`config.mk`:
```
export PLATFORM = sky130hd
export DESIGN_NAME = grid_io_tile_cfg_param
export DESIGN_NICKNAME = d
export VERILOG_FILES = /design/src/rtl/io_tile_pkg.sv /design/src/rtl/io_tile_channel.sv /design/src/rtl/grid_io_tile_cfg_param.sv
export SDC_FILE = /design/constraint.sdc
export NUM_CORES = 1
export LEC_CHECK = 0
export BUFFER_PORTS_ARGS = -buffer_cell sky130_fd_sc_hd__buf_2
export CAP_MARGIN = 20
export CORE_MARGIN = 1
export CORE_UTILIZATION = 54
export DETAILED_ROUTE_END_ITERATION = 6
export PLACE_DENSITY_LB_ADDON = 0.2
export SYNTH_ARGS = -nofsm -noshare
export SYNTH_HDL_FRONTEND = slang
export SYNTH_SLANG_ARGS = --single-unit
```
`constraint.sdc`:
```
create_clock -name prog_clk -period 4.1 [get_ports prog_clk]
set_input_delay 0.82 -clock prog_clk [delete_from_list [all_inputs] [get_ports prog_clk]]
set_output_delay 0.82 -clock prog_clk [all_outputs]
set_load 0.03 [all_outputs]
```
`src/rtl/io_tile_pkg.sv`:
```
// Shared types and constants for the parametrised IO grid tile.
package io_tile_pkg;

    typedef enum logic [1:0] {
        UNCFG,
        SHIFT,
        PARTIAL,
        DONE
    } tile_state_e;

    localparam int unsigned CFG_DIR_BIT = 0;
    localparam int unsigned CFG_REG_BIT = 1;

    // Bits needed to hold values 0..value-1 (minimum 1).
    function automatic int unsigned clog2(input int unsigned value);
        int unsigned w;
        w = 0;
        for (int unsigned i = 0; i < 32; i++) begin
            if ((64'd1 << i) < 64'(value)) w = i + 1;
        end
        return (w == 0) ? 1 : w;
    endfunction

endpackage

```
`src/rtl/io_tile_channel.sv`:
```
// One IO channel: direction/data gating and optional output register.
module io_tile_channel
    import io_tile_pkg::*;
#(
    parameter int unsigned CFG_BITS = 2
) (
    input  logic                prog_clk,
    input  logic                pReset,
    input  logic                active,
    input  logic [CFG_BITS-1:0] cfg,
    input  logic                io_outpad,
    input  logic                pad_IN,
    output logic                io_inpad,
    output logic                pad_OUT,
    output logic                pad_DIR
);

    logic dir;
    logic reg_mode;
    logic oreg;
    logic out_data;
    logic cfg_unused;

    assign dir        = cfg[CFG_DIR_BIT];
    assign reg_mode   = cfg[CFG_REG_BIT];
    // Reserved configuration bits are carried but have no effect.
    assign cfg_unused = ^cfg;

    always_ff @(posedge prog_clk) begin
        if (pReset) begin
            oreg <= 1'b0;
        end else begin
            oreg <= io_outpad;
        end
    end

    assign out_data = reg_mode ? oreg : io_outpad;
    assign pad_DIR  = active & dir;
    assign pad_OUT  = active & dir & out_data;
    assign io_inpad = active & ~dir & pad_IN;

endmodule

```
`src/rtl/grid_io_tile_cfg_param.sv`:
```
// IO grid tile: configuration chain, shift counter, tracking FSM and channels.
module grid_io_tile_cfg_param
    import io_tile_pkg::*;
#(
    parameter int unsigned NUM_IO   = 8,
    parameter int unsigned CFG_BITS = 2
) (
    input  logic              prog_clk,
    input  logic              pReset,
    input  logic              IO_ISOL_N,
    input  logic              ccff_en,
    input  logic              ccff_head,
    output logic              ccff_tail,
    output logic              cfg_done,
    input  logic [NUM_IO-1:0] io_outpad,
    output logic [NUM_IO-1:0] io_inpad,
    input  logic [NUM_IO-1:0] gfpga_pad_EMBEDDED_IO_HD_SOC_IN,
    output logic [NUM_IO-1:0] gfpga_pad_EMBEDDED_IO_HD_SOC_OUT,
    output logic [NUM_IO-1:0] gfpga_pad_EMBEDDED_IO_HD_SOC_DIR
);

    localparam int unsigned L     = NUM_IO * CFG_BITS;
    localparam int unsigned CNT_W = clog2(L + 1);
    localparam logic [CNT_W-1:0] CNT_MAX = CNT_W'(L);

    logic [L-1:0]     chain;
    logic [CNT_W-1:0] cnt;
    tile_state_e      state;
    tile_state_e      state_nxt;
    logic             active;

    always_ff @(posedge prog_clk) begin
        if (pReset) begin
            chain <= '0;
            cnt   <= '0;
            state <= UNCFG;
        end else begin
            if (ccff_en) begin
                chain <= {chain[L-2:0], ccff_head};
                if (cnt != CNT_MAX) cnt <= cnt + CNT_W'(1);
            end
            state <= state_nxt;
        end
    end

    always_comb begin
        state_nxt = state;
        case (state)
            UNCFG:   if (ccff_en) state_nxt = SHIFT;
            SHIFT:   if (!ccff_en) state_nxt = (cnt == CNT_MAX) ? DONE : PARTIAL;
            PARTIAL: if (ccff_en) state_nxt = SHIFT;
            DONE:    if (ccff_en) state_nxt = SHIFT;
            default: state_nxt = UNCFG;
        endcase
    end

    assign ccff_tail = chain[L-1];
    assign cfg_done  = (state == DONE);
    assign active    = cfg_done & IO_ISOL_N;

    for (genvar k = 0; k < NUM_IO; k++) begin : g_ch
        io_tile_channel #(
            .CFG_BITS(CFG_BITS)
        ) u_ch (
            .prog_clk (prog_clk),
            .pReset   (pReset),
            .active   (active),
            .cfg      (chain[k*CFG_BITS +: CFG_BITS]),
            .io_outpad(io_outpad[k]),
            .pad_IN   (gfpga_pad_EMBEDDED_IO_HD_SOC_IN[k]),
            .io_inpad (io_inpad[k]),
            .pad_OUT  (gfpga_pad_EMBEDDED_IO_HD_SOC_OUT[k]),
            .pad_DIR  (gfpga_pad_EMBEDDED_IO_HD_SOC_DIR[k])
        );
    end

endmodule

```
==> impl_metrics.py <==
metrics = {
    "layout": {
        "mostFrequentLayoutCells": "46 x buf_2, 31 x dfxtp_1, 25 x mux2i_1",
        "n_antenna_cell": 0,
        "mostFrequentLayoutCell": "buf_2",
        "design_area_um2": 1630,
        "layout.cells.non_filler": 215,
        "num-fill-cells": 247,
        "syn2layout_area_growth_pct": 6.53,
        "drive_gt1_share_pct": 28.6,
        "layout.nets": 209,
        "multi_input_area_um2": 693,
        "ff_latch_area_um2": 621,
    },
    "grt": {
        "antenna_found_initial": 0,
        "grt_remaining_overflow": 0,
        "grt_pass1_wl_um": 4490,
        "track_usage_pct": 19.0,
        "grt_max_degree": 34,
        "grt_pass1_vias": 1073,
    },
    "min_path": {
        "hold_depth": 2,
        "hp-start": "state[0]",
        "min_to": "state[1]",
        "hp-class": "register to register",
    },
    "drt": {
        "drt-initial-drc-count": 21,
        "viasPerCell": 5.13,
        "antenna_left": 0,
        "wl_per_cell_um": 12.2,
        "wl_um": 2630,
        "vias": 1104,
        "first_pass_iters": 4,
        "drc": 0,
    },
    "worst_setup_path": {
        "cp.required_ps": 3280,
        "critPathMaxFanout": 8,
        "crit_arrival_ps": 1790,
        "timing.rr.start": "cnt[0]",
        "startpoint_type": "input pin",
        "worst_r2r_path_depth": 5,
        "end_kind": "output port",
        "cpMaxStageDelayCell": "and3_1",
        "cp_common_cell": "buf_2",
        "criticalPathCategory": "input pin to output port",
        "reg2reg_to": "cnt[0]",
        "crit_path_max_incr_delay_ps": 340,
        "path_cells": "buf_2 > and3_1 > and2_1 > nor2b_1 > buf_2",
        "r2r_slack_ps": 2610,
    },
    "placed_design": {
        "place_congestion": 0.689,
        "dp_hpwl_um": 1840,
        "place_area_um2": 1590,
        "portBuffers": 46,
        "dp.cells": 209,
    },
    "pwr": {
        "leakagePower_nw": 0.776,
        "ir_drop_uv": 230,
        "p_per_area_nw_per_um2": 310,
    },
    "die": {
        "num_rows": 18,
        "dieArea_um2": 3060,
        "num_io_pins": 47,
        "start_util_pct": 59.2,
        "die_w_um": 55.3,
        "die_h_um": 55.3,
        "core_area_um2": 2590,
    },
    "clock_tree": {
        "cts_tree": "yes",
        "postCtsHoldBufs": 0,
        "clockBufferDepth": 2,
        "cts_buffers": 5,
        "clkLatencyLatePin_ps": 320,
        "path_clk_slew_ps": 90,
        "h-tree-depth": 2,
        "cts_resized": 0,
        "cts-root-buf": "clkbuf_4",
        "post_cts.repair.setup_buffers": 0,
        "clock-sinks": 31,
    },
    "logic_synthesis": {
        "synth_nets": 185,
        "synthesis.area_um2": 1530,
        "synthCells": 162,
        "ys.warnings.count": 0,
        "synth-seq-cells": 31,
        "synth.distinct_cells": 23,
        "synth-seq-area-share_pct": 40.5,
        "syn_area_per_cell_um2": 9.47,
    },
    "sta": {
        "slew_headroom_pct": 60.8,
        "setup_violations": 0,
        "setup_tns_ps": 0,
        "hold_viol": 0,
        "drv_slew": 0,
        "fmax_ghz": 0.383,
        "period_minus_slack_ps": 2610,
        "post-route-period-util_pct": 63.7,
        "tightest_slew_ps": 589,
        "skew_ps": 5.73,
        "rsz0062_at_grt": "no",
    },
    "flow_run": {
        "cap_violations": 0,
    },
    "run_status": {
        "status": "finished, final reports clean",
    },
}
[cell families (layout without fill, tap and decap cells)]
| group | Yosys count | in the layout | synth area share (%) |
|---|---|---|---|
| and+or+nand+nor | 66 | 66 | 24.1 |
| buffers and inverters | 32 | 55 | 14.4 |
| DFF | 31 | 31 | 40.5 |
| muxes | 26 | 26 | 17.0 |
| AOI/OAI and AO/OA | 3 | 3 | 1.22 |
| adders and majority gates | 2 | 2 | 1.63 |
| xor gates and xnor gates | 2 | 2 | 1.14 |
[worst max-delay path: cells and delay by family]
family,cells,cell delay [ps]
simple gates,3,670
buf+inv,2,290
[power by group]
group	leakage, nW	internal, mW	switching, mW
clock	0.0242	0.0609	0.0900
combinational	0.499	0.0202	0.0209
sequential	0.253	0.309	0.00495
[per-stage QoR]
step / power, mW / hold slack, ps / utilization, % / worst slack (ps)
finish: 0.506 / 507 / 63.1 / 1490
global placement: 0.360 / 488 / 61.5 / 1490
floorplan: 0.348 / 466 / - / 1820
CTS: 0.514 / 505 / 63.1 / 1470
global route: 0.534 / 549 / 63.1 / 1400
detailed placement: 0.363 / 492 / 61.5 / 1470
[area by class of cell]
type | count | area share, %
multi-input combinational | 99 | 42.4
inverter | 3 | 0.689
timing repair buffer | 46 | 14.1
sequential | 31 | 38.0
tap | 30 | 2.30
clock buffer | 6 | 2.53
[how the worst max path moves through the flow]
| stage | from | to | cells after the start |
|---|---|---|---|
| global route | IO_ISOL_N | gfpga_pad_EMBEDDED_IO_HD_SOC_OUT[1] | 5 |
| detailed placement | IO_ISOL_N | gfpga_pad_EMBEDDED_IO_HD_SOC_OUT[3] | 5 |
| global placement | IO_ISOL_N | gfpga_pad_EMBEDDED_IO_HD_SOC_OUT[3] | 5 |
| floorplan | IO_ISOL_N | gfpga_pad_EMBEDDED_IO_HD_SOC_OUT[7] | 4 |
| CTS | IO_ISOL_N | gfpga_pad_EMBEDDED_IO_HD_SOC_OUT[3] | 5 |
| finish | IO_ISOL_N | gfpga_pad_EMBEDDED_IO_HD_SOC_OUT[3] | 5 |
[synthesized netlist by cell type]
| cell type | instances | area (µm²) |
|---|---|---|
| nor2b_1 | 16 | 100 |
| or3_1 | 1 | 6.26 |
| mux2i_1 | 25 | 250 |
| a21oi_1 | 1 | 5.00 |
| nor3_1 | 2 | 10.0 |
| o21ai_0 | 1 | 5.00 |
| and2_1 | 9 | 56.3 |
| dfxtp_1 | 31 | 621 |
| mux2_1 | 1 | 11.3 |
| nand2_1 | 3 | 11.3 |
| buf_2 | 2 | 10.0 |
| and4bb_4 | 1 | 16.3 |
| buf_1 | 1 | 3.75 |
| ha_1 | 2 | 25.0 |
| nand4_1 | 2 | 12.5 |
| inv_1 | 3 | 11.3 |
| nand2b_1 | 2 | 12.5 |
| buf_4 | 26 | 195 |
| nor2_1 | 21 | 78.8 |
| a21oi_2 | 1 | 8.76 |
| nor3b_1 | 8 | 60.1 |
| xor2_1 | 2 | 17.5 |
| and3_1 | 1 | 6.26 |
[registers in the layout, summed over array words and instances (netlist names)]
register / count
chain: 16
g_ch.u_ch.oreg: 8
cnt: 5
state: 2
[metal layers]
layer | up-vias | GRT usage, % | wire, µm
met3 | 4 | 4.92 | 137
met1 | 514 | 19.5 | 1100
met5 | - | 0 | 0
met4 | 0 | 10.7 | 49
li1 | 553 | - | -
met2 | 33 | 34.4 | 1340
No activity file was read; power rests on OpenSTA's default activity.
